===== src/rtl/program_load_pkg.sv =====
// program_load_pkg
//   Shared types and constants for the program-load sink.
//   - load_state_t   : load FSM states (IDLE, LOAD, DONE)
//   - WORD_BYTES     : bytes per program RAM word
//   - WORD_SHIFT     : log2(WORD_BYTES), byte address -> word address shift
//   - LOAD_BEATS     : number of RAM words in a full program image
//   - checksum_fold  : XOR-fold of the sixteen 32-bit lanes of a strobe-masked beat
package program_load_pkg;

  typedef enum logic [1:0] {
    IDLE = 2'd0,
    LOAD = 2'd1,
    DONE = 2'd2
  } load_state_t;

  localparam int WORD_BYTES = 64;
  localparam int WORD_SHIFT = 6;
  localparam int LOAD_BYTES = 2048;
  localparam int LOAD_BEATS = LOAD_BYTES / WORD_BYTES;

  // Bytes whose strobe is low contribute zero, so the checksum reflects
  // exactly what was written into the RAM.
  function automatic logic [31:0] checksum_fold(input logic [511:0] data,
                                                input logic [63:0]  strb);
    logic [511:0] masked;
    logic [31:0]  acc;
    for (int i = 0; i < 64; i++) begin
      masked[i*8 +: 8] = strb[i] ? data[i*8 +: 8] : 8'h00;
    end
    acc = '0;
    for (int l = 0; l < 16; l++) begin
      acc = acc ^ masked[l*32 +: 32];
    end
    return acc;
  endfunction

endpackage


===== src/rtl/program_load_addr_fifo.sv =====
// program_load_addr_fifo
//   Small synchronous FIFO holding pending RAM word addresses between the
//   address and data channels. Pointers wrap modulo DEPTH (power of two, >= 2).
// Ports:
//   clk, rst_n  : clock, synchronous active-low reset
//   flush       : empties the FIFO; wins over push/pop
//   push        : write push_data (ignored when full)
//   push_data   : entry to store
//   pop         : drop the head entry (ignored when empty)
//   pop_data    : head entry (valid while !empty)
//   full, empty : occupancy flags
module program_load_addr_fifo #(
  parameter int WIDTH = 9,
  parameter int DEPTH = 4
) (
  input  logic             clk,
  input  logic             rst_n,
  input  logic             flush,
  input  logic             push,
  input  logic [WIDTH-1:0] push_data,
  input  logic             pop,
  output logic [WIDTH-1:0] pop_data,
  output logic             full,
  output logic             empty
);

  localparam int PTR_W = $clog2(DEPTH);
  localparam int CNT_W = PTR_W + 1;

  logic [WIDTH-1:0] mem [DEPTH];
  logic [PTR_W-1:0] wr_ptr;
  logic [PTR_W-1:0] rd_ptr;
  logic [CNT_W-1:0] count;
  logic             do_push;
  logic             do_pop;

  assign full     = (count == CNT_W'(DEPTH));
  assign empty    = (count == '0);
  assign do_push  = push && !full;
  assign do_pop   = pop && !empty;
  assign pop_data = mem[rd_ptr];

  // Storage carries no reset; only the pointers and count define validity.
  always_ff @(posedge clk) begin
    if (do_push) begin
      mem[wr_ptr] <= push_data;
    end
  end

  always_ff @(posedge clk) begin
    if (!rst_n || flush) begin
      wr_ptr <= '0;
      rd_ptr <= '0;
      count  <= '0;
    end else begin
      if (do_push) wr_ptr <= wr_ptr + PTR_W'(1);
      if (do_pop)  rd_ptr <= rd_ptr + PTR_W'(1);
      case ({do_push, do_pop})
        2'b10:   count <= count + CNT_W'(1);
        2'b01:   count <= count - CNT_W'(1);
        default: count <= count;
      endcase
    end
  end

endmodule


===== src/rtl/program_load_sink.sv =====
// program_load_sink
//   Responder end of the program-load write interface. Pairs independent
//   address (aw) and data (w) streams in order and drives a registered,
//   byte-enabled write port into the 512-bit program RAM.
// Ports:
//   axi4_mm_clk, axi4_mm_rst_n      : clock, synchronous active-low reset
//   program_load_en                 : load window enable
//   program_load_aw_*               : address stream (valid/ready/byte addr)
//   program_load_w_*                : data stream (valid/ready/data/strb)
//   mem_wr_en/addr/data/be          : RAM write port, one cycle after a W handshake
//   load_busy / load_done           : FSM in LOAD / DONE
//   load_err_misaligned             : sticky, an address had nonzero low bits
//   beat_count                      : W beats accepted in the current load
//   load_checksum                   : only when PROGRAM_LOAD_CHECKSUM_EN is defined
//
// Handshake rules: a transfer happens on a rising clock edge where valid and
// ready are both high. ready depends only on registered state (FSM and FIFO
// occupancy), never on valid, so there is no combinational path from valid to
// ready. aw_ready drops while the address FIFO is full, even if a pop happens
// in the same cycle; w_ready needs an address already in the FIFO at the start
// of the cycle, so a W beat is always accepted at least a cycle after its AW.
module program_load_sink
  import program_load_pkg::*;
#(
  parameter int ADDR_WIDTH    = 15,
  parameter int DATA_WIDTH    = 512,
  parameter int STRB_WIDTH    = DATA_WIDTH / 8,
  parameter int AW_FIFO_DEPTH = 4,
  parameter int LOAD_BYTES    = 2048
) (
  input  logic                         axi4_mm_clk,
  input  logic                         axi4_mm_rst_n,
  input  logic                         program_load_en,
  input  logic                         program_load_aw_valid,
  output logic                         program_load_aw_ready,
  input  logic [ADDR_WIDTH-1:0]        program_load_aw_payload_addr,
  input  logic                         program_load_w_valid,
  output logic                         program_load_w_ready,
  input  logic [DATA_WIDTH-1:0]        program_load_w_payload_data,
  input  logic [STRB_WIDTH-1:0]        program_load_w_payload_strb,
  output logic                         mem_wr_en,
  output logic [ADDR_WIDTH-WORD_SHIFT-1:0] mem_wr_addr,
  output logic [DATA_WIDTH-1:0]        mem_wr_data,
  output logic [STRB_WIDTH-1:0]        mem_wr_be,
  output logic                         load_busy,
  output logic                         load_done,
  output logic                         load_err_misaligned,
  output logic [ADDR_WIDTH-6:0]        beat_count
`ifdef PROGRAM_LOAD_CHECKSUM_EN
  ,
  output logic [31:0]                  load_checksum
`endif
);

  localparam int WADDR_W     = ADDR_WIDTH - WORD_SHIFT;
  localparam int CNT_W       = ADDR_WIDTH - 5;
  localparam int BEAT_TARGET = LOAD_BYTES / (DATA_WIDTH / 8);

  load_state_t        state;
  logic               aw_hs;
  logic               w_hs;
  logic               fifo_flush;
  logic               fifo_full;
  logic               fifo_empty;
  logic [WADDR_W-1:0] fifo_head;
  logic               load_start;

  assign program_load_aw_ready = (state == LOAD) && !fifo_full;
  assign program_load_w_ready  = (state == LOAD) && !fifo_empty;
  assign aw_hs = program_load_aw_valid && program_load_aw_ready;
  assign w_hs  = program_load_w_valid && program_load_w_ready;

  // Outside LOAD the FIFO is held empty: this drops addresses left over on
  // abort and any that arrived together with the final beat.
  assign fifo_flush = (state != LOAD);
  assign load_start = (state == IDLE) && program_load_en;

  assign load_busy = (state == LOAD);
  assign load_done = (state == DONE);

  program_load_addr_fifo #(
    .WIDTH (WADDR_W),
    .DEPTH (AW_FIFO_DEPTH)
  ) u_addr_fifo (
    .clk       (axi4_mm_clk),
    .rst_n     (axi4_mm_rst_n),
    .flush     (fifo_flush),
    .push      (aw_hs),
    .push_data (program_load_aw_payload_addr[ADDR_WIDTH-1:WORD_SHIFT]),
    .pop       (w_hs),
    .pop_data  (fifo_head),
    .full      (fifo_full),
    .empty     (fifo_empty)
  );

  always_ff @(posedge axi4_mm_clk) begin
    if (!axi4_mm_rst_n) begin
      state               <= IDLE;
      beat_count          <= '0;
      load_err_misaligned <= 1'b0;
      mem_wr_en           <= 1'b0;
      mem_wr_addr         <= '0;
      mem_wr_data         <= '0;
      mem_wr_be           <= '0;
    end else begin
      // A beat accepted in the abort cycle is still written; the readies are
      // low from the following cycle on, so nothing issues after that.
      mem_wr_en <= w_hs;
      if (w_hs) begin
        mem_wr_addr <= fifo_head;
        mem_wr_data <= program_load_w_payload_data;
        mem_wr_be   <= program_load_w_payload_strb;
      end

      case (state)
        IDLE: begin
          if (program_load_en) begin
            state               <= LOAD;
            beat_count          <= '0;
            load_err_misaligned <= 1'b0;
          end
        end
        LOAD: begin
          if (aw_hs && (program_load_aw_payload_addr[WORD_SHIFT-1:0] != '0)) begin
            load_err_misaligned <= 1'b1;
          end
          if (w_hs) begin
            beat_count <= beat_count + CNT_W'(1);
          end
          // Completing the image wins over a simultaneous enable drop.
          if (w_hs && (beat_count == CNT_W'(BEAT_TARGET - 1))) begin
            state <= DONE;
          end else if (!program_load_en) begin
            state <= IDLE;
          end
        end
        DONE: begin
          if (!program_load_en) begin
            state <= IDLE;
          end
        end
        default: state <= IDLE;
      endcase
    end
  end

`ifdef PROGRAM_LOAD_CHECKSUM_EN
  always_ff @(posedge axi4_mm_clk) begin
    if (!axi4_mm_rst_n || load_start) begin
      load_checksum <= '0;
    end else if (w_hs) begin
      load_checksum <= load_checksum +
                       checksum_fold(program_load_w_payload_data, program_load_w_payload_strb);
    end
  end
`endif

endmodule


===== config.mk =====
export PLATFORM = sky130hd
export DESIGN_NAME = program_load_sink
export DESIGN_NICKNAME = d
export VERILOG_FILES = /design/src/rtl/program_load_pkg.sv /design/src/rtl/program_load_addr_fifo.sv /design/src/rtl/program_load_sink.sv
export SDC_FILE = /design/constraint.sdc
export NUM_CORES = 1
export LEC_CHECK = 0
export BUFFER_PORTS_ARGS = -buffer_cell sky130_fd_sc_hd__buf_2
export CAP_MARGIN = 0
export CORE_AREA = 3 3 472 474
export CTS_CLUSTER_DIAMETER = 60
export DETAILED_ROUTE_END_ITERATION = 7
export DIE_AREA = 0 0 475 477
export PLACE_DENSITY = 0.31
export SYNTH_ARGS = -nofsm -noshare
export SYNTH_HDL_FRONTEND = slang
export SYNTH_SLANG_ARGS = --single-unit

===== constraint.sdc =====
create_clock -name axi4_mm_clk -period 3 [get_ports axi4_mm_clk]
set_clock_uncertainty 0.1 [all_clocks]
set_input_delay 0.15 -clock axi4_mm_clk [delete_from_list [all_inputs] [get_ports axi4_mm_clk]]
set_output_delay 0.15 -clock axi4_mm_clk [all_outputs]
set_load 0.02 [all_outputs]

Yosys cells after proc, flatten, opt, wreduce, memory -nomap -nowiden. Memories as Yosys holds them, arrays and structs flattened. A register that Yosys moved wholly into a read port is not among the register bits. Cells that the tools add are included.

Flip-flop bits (word level): 597. Logic and storage cells: 58. Bits of input ports: 596. Output and inout port bits: 601. Memories kept: 1. Memory bits (writable): 36.

Reductions and logical operators: 20. Mux-type cells: 13. Add/subtract/negate cells: 5. Eq/ne operators: 10.

Memories: u_addr_fifo.mem (depth 4, width 9, read ports 1, clocked after Yosys merged registers in 1, wr ports 1, RTL line program_load_addr_fifo.sv:30) `logic [WIDTH-1:0] mem [DEPTH];`.

Operator list (number): $mux W10 (2); $pmux W10 S2 (1); $add A10 B1 Y10 const B (1); $eq A10 B5 Y1 const B (1); $logic_and A1 B1 Y1 (8); $mux W2 (3); $ne A2 B1 Y1 const B (3); $pmux W2 S3 (1); $pmux W3 S2 (1); $reduce_and A3 Y1 (2); $reduce_bool A6 Y1 (1); $add A2 B1 Y2 const B (2); $eq A2 B1 Y1 const B (2); $eq A2 B2 Y1 const B (2); $logic_not A1 Y1 (4); $mux W1 (4); $reduce_bool A2 Y1 (2); $add A3 B1 Y3 const B (1); $eq A3 B3 Y1 const B (1); $logic_not A3 Y1 (1); $sub A3 B1 Y3 const B (1); $logic_not A2 Y1 (1); $ne A2 B2 Y1 const B (1); $pmux W1 S2 (1); $logic_or A1 B1 Y1 (1).

Depth between registers and ports, before layout.
Depth in word-level cells: 7. Gate-level depth with buffers: 11. Depth with buffers taken out: 9.

By module. Synthesis repeated with hierarchy kept, for this count alone.

Cells, all modules: 2713. Area, all modules: 23756.5 µm².

By module, submodules not included: program_load_sink (area each 21979.8 µm², cells each 2611, instances 1); program_load_addr_fifo (area each 1776.7 µm², cells each 102, instances 1).

Least setup slack after synthesis. OpenSTA, ideal clock, no wires.

Path type: flip-flop to flip-flop. From: register u_addr_fifo.count[2]. To: register u_addr_fifo.count[2]. Path slack: 476 ps. Arrival: 2351 ps. Buffers on the path: 1. Cell stages (with the launch flop): 11. Path through: dfxtp_1 > or3b_2 > and3_1 > clkbuf_1 > inv_1 > ha_1 > inv_1 > fa_1 > xor2_1 > or3_1 > a21oi_1.

Cells in the longest elaborated chain, start to end: 7. Elaborated cells on any way between the ends: 16. Classes of those cells: 2 x add/sub; 3 x eq/ne; 1 x mux; 10 x reduce/logical.

RTL lines: start, declared (RTL line program_load_addr_fifo.sv:33) `logic [CNT_W-1:0] count;`; start signal, assigned (RTL line program_load_addr_fifo.sv:59) `2'b10: count <= count + CNT_W'(1);`; start signal, assigned (RTL line program_load_addr_fifo.sv:60) `2'b01: count <= count - CNT_W'(1);`; start signal, assigned (RTL line program_load_addr_fifo.sv:61) `default: count <= count;`; $eq A3 B3 Y1 or $logic_not A3 Y1 (tied branches) (RTL line program_load_addr_fifo.sv:37, program_load_addr_fifo.sv:38); $logic_not A1 Y1 (on tied branches); $logic_and A1 B1 Y1 (on tied branches) (RTL line program_load_sink.sv:68, program_load_sink.sv:69); $logic_and A1 B1 Y1 (on tied branches) (RTL line program_load_sink.sv:70, program_load_sink.sv:71); $logic_and A1 B1 Y1 (on tied branches) (RTL line program_load_addr_fifo.sv:39, program_load_addr_fifo.sv:40); $eq A2 B1 Y1 or $eq A2 B2 Y1 (tied branches) (RTL line program_load_addr_fifo.sv:58) `case ({do_push, do_pop})`; $pmux W3 S2 or $reduce_bool A2 Y1 (tied branches).

Several ways; a longest one is shown, not always the timed one. A chain may end at the register's enable or synchronous reset.

Worst setup path after layout.
From: register state[0]. To: register mem_wr_data[291].

Cells in the longest elaborated chain, start to end: 3.

RTL lines: start, declared (RTL line program_load_sink.sv:59) `load_state_t state;`; start signal, assigned (RTL line program_load_sink.sv:98) `state <= IDLE;`; start signal, assigned (RTL line program_load_sink.sv:118) `state <= LOAD;`; start signal, assigned (RTL line program_load_sink.sv:132) `state <= DONE;`; $eq A2 B1 Y1 (RTL line program_load_sink.sv:69) `assign program_load_w_ready = (state == LOAD) && !fifo_empty;`; $logic_and A1 B1 Y1 (RTL line program_load_sink.sv:69); $logic_and A1 B1 Y1 (RTL line program_load_sink.sv:71) `assign w_hs = program_load_w_valid && program_load_w_ready;`; end signal, assigned (RTL line program_load_sink.sv:111) `mem_wr_data <= program_load_w_payload_data;`; end, declared (RTL line program_load_sink.sv:43) `output logic [DATA_WIDTH-1:0] mem_wr_data,`.

No other way between the ends.

==> metrics.md <==
| Metric | Value |
|---|---|
| Outcome | `complete, no violations` |
| Via/cell ratio | `between 3 and 4` |
| Initial antenna violation count | `48` |
| Clock transition at path regs | `roughly 60 ps` |
| Arrival @ worst endpoint | `3350 ps` |
| Unrepaired setup endpoints after global routing | `false` |
| Seq/Total Area, Yosys | `about 56%` |
| Warnings from Yosys | `0` |
| HPWL Detailed | `109 mm` |
| Worst hold path type | `in2reg` |
| Post-Route WL | `about 140 mm` |
| Cell Chain, Critical Path | `and3b_1, nand2_8, inv_8, buf_12, buf_16, nand2_1, a21boi_1, dlygate4sd3_1` |
| Yosys top cell area share | `between 50% and 60%` |
| Final instance area | `~43000 um2` |
| Routed WL per cell | `19.1 um` |
| Peak VDD IR | `approximately 0.0004 V` |
| Syn Std Cell Area | `between 20000 and 25000 um2` |
| Yosys top cell by area | `dfxtp_1` |
| Core ar. | `219000 um2` |
| DIE WIDTH | `~480 um` |
| Post-synth top flop | `dfxtp_1` |
| Final period util | `between 90% and 100%` |
| Largest net degree at the start of global routing | `167` |
| Synth cell count leaders | `nand2_1 (1179), dfxtp_1 (606), a21boi_1 (419)` |
| Worst-margin pin slew | `1320 ps` |
| Fin. Hold Viols | `0` |
| Syn Area/Cell | `between 8 and 9 um2` |
| Synthesis-to-finish area growth | `79.5%` |
| Finish-stage setup viols | `0` |
| Static leakage | `~18 nW` |
| Post-synthesis register bit count | `642` |
| Routed vias | `around 25000` |
| Slowest stage cell on the critical path | `dlygate4sd3_1` |
| Worst-Skew Late Latency | `~700 ps` |
| GRT Residual Overflow | `0` |
| Synth unique cells | `40` |
| Setup Total Neg Slack | `0 ps` |
| Share of layout cells above drive strength 1 | `31.2%` |
| Worst Setup End Kind | `flop` |
| Clock period minus worst slack | `about 2800 ps` |
| Vias in the first global route | `approximately 26000` |
| H-tree depth | `3` |
| Worst Path Required | `approximately 3600 ps` |
| Port buffer count | `approximately 1200` |
| Worst setup SP type | `flop` |
| Power Density | `515 nW/um2` |
| Top post-synthesis cells by area | `dfxtp_1 (51%), nand2_1 (19%), a21boi_1 (13%)` |
| Cts bufs inserted | `101` |
| Max-slew violation count | `0` |
| Synth Net Count | `approximately 3300` |
| First-pass GRT wire length | `a little under 200 mm` |
| Post-CTS Setup Bufs | `0` |
| DP Area | `approximately 33000 um2` |
| CP max stage delay | `~560 ps` |
| Critical path class | `reg2reg` |
| Max-cap violations | `0` |
| Root Driver | `clkbuf_16` |
| Post-synth EDFFs | `36` |
| Gpl congestion | `slightly above 0.8` |
| Post-Syn Instances | `between 2000 and 3000` |
| Number of routed nets with antenna violations | `0` |
| DIE AREA | `227000 um2` |
| CTS sink count | `roughly 640` |
| Most common cell in the netlist | `nand2_1` |
| Drt drc | `0` |
| Final net count | `approximately 5100` |
| Crit path max fanout | `90` |
| Upper clock frequency limit | `356 MHz` |
| DRT Pass-1 Iters | `5` |
| Total track usage | `12.0%` |
| Core Util, Final | `between 10% and 20%` |
| Violation count after the first detailed-route iteration | `~1100` |
| Die height | `about 480 um` |
| Num rows | `approximately 170` |
| Number of fill cells | `between 20000 and 25000` |
| Max transition margin | `a little under an eighth` |
| CTS tree | `yes` |
| Initial core utilization | `10.8%` |
| # IOs | `around 1200` |
| Share of flip-flops with an asynchronous set or reset | `0%` |
| CTS max path bufs | `3` |
-- per-stage QoR --
stage                     total power [W]  cells  setup WS [ps]  hold WS (ps)
after floorplan                   0.00906   2704            476           149
after global placement            0.00966   6612            390           275
after detailed placement          0.00965   6612            487           290
after CTS                          0.0226   7427            133          1.91
after global routing               0.0230   7447           18.0          47.5
final                              0.0220   7453            194           119
-- layout by cell type (no fill, tap or decap), types with 2 or more instances in the layout --
cell type      netlist  final
buf_2              113   1195
nand2_1           1179   1179
dlygate4sd3_1        0    631
dfxtp_1            606    606
a21boi_1           419    419
a21boi_0           168    168
clkbuf_16            0    102
edfxtp_1            36     36
diode_2              0     26
buf_4               11     25
clkbuf_8             0     20
clkbuf_1            74     16
nor2_1              14     14
buf_12               0     14
clkinv_2             0     13
inv_6                0     10
mux4_2               9      9
clkinv_4             0      9
and2_1               7      7
xnor2_1              6      6
inv_1                6      6
ha_1                 6      6
nand3_1              5      5
xor2_1               5      5
bufinv_16            0      5
clkinvlp_4           0      5
o21ai_0              4      4
a21oi_1              4      4
or3_1                3      3
and3_1               3      3
or4_1                3      3
or3b_2               2      2
nand4_1              2      2
nor4_1               2      2
nor4b_1              2      2
inv_8                0      2
-- area by class of cell --
class                   instances  area (um2)  area share [%]
repair buffers               1867       12800            30.0
diodes                         26        65.1           0.152
well taps                    2871        3590            8.41
clock inverters                45         467            1.09
inverters                       7        33.8          0.0791
clock buffers                 139        2900            6.78
flip-flops and latches        642       13200            30.9
multi-input cells            1856        9640            22.6
-- worst paths after layout --
| path | cells past startpoint | startpoint | endpoint | slack, ps |
|---|---|---|---|---|
| max reg2reg | 8 | state[0] | mem_wr_data[291] | 190 |
| max | 8 | state[0] | mem_wr_data[291] | 190 |
| min | 4 | program_load_w_payload_data[349] | mem_wr_data[349] | 120 |
| min reg2reg | 2 | mem_wr_data[148] | mem_wr_data[148] | 350 |
-- flip-flops by register name, summed over array words and instances, names as in the netlist --
| signal | flops |
|---|---|
| mem_wr_data | 512 |
| mem_wr_be | 64 |
| u_addr_fifo.mem | 36 |
| beat_count | 10 |
| mem_wr_addr | 9 |
| u_addr_fifo.count | 3 |
| state | 2 |
| u_addr_fifo.rd_ptr | 2 |
| u_addr_fifo.wr_ptr | 2 |
| load_err_misaligned | 1 |
| mem_wr_en | 1 |
-- worst max-delay path, delay by kind of cell (launching register included) --
family,cells,cell delay [ps]
buffers and inverters,4,1310
AND/OR/NAND/NOR,3,640
flip-flops,1,400
AO/OA/AOI/OAI,1,150
-- metal layers --
layer	track usage [%]	share of wire [%]	routed length (um)
met4	2.56	1.9	2690
met3	5.29	10	14400
met2	20.5	47	67800
met1	13.8	40	57700
met5	0	0.086	122
-- cells by family (layout without fill, tap and decap cells) --
group	after synthesis	in the layout	share of synthesized area, %
other	0	26	0
xor gates and xnor gates	11	11	0.405
muxes	10	10	0.894
AOI/OAI and AO/OA	597	597	18.8
adders and majority gates	7	7	0.400
DFF	642	642	55.5
and+or+nand+nor	1231	1231	20.0
buffers and inverters	206	2058	4.02
-- timing repair --
| action | in CTS | in global routing |
|---|---|---|
| gates resized for setup | 0 | 1 |
| endpoints found under the hold margin | 630 | 0 |
| setup endpoints to repair | 0 | 2 |
| hold buffers | 631 | 0 |
-- power breakdown --
group / leakage, nW / total [W] / internal (W) / switching [W]
Sequential: 5.20 / 0.00863 / 0.00862 / 0.00000884
Combinational: 10.8 / 0.00149 / 0.000932 / 0.000560
Clock: 1.65 / 0.0119 / 0.00720 / 0.00467
(Power assumes the default switching activity.)
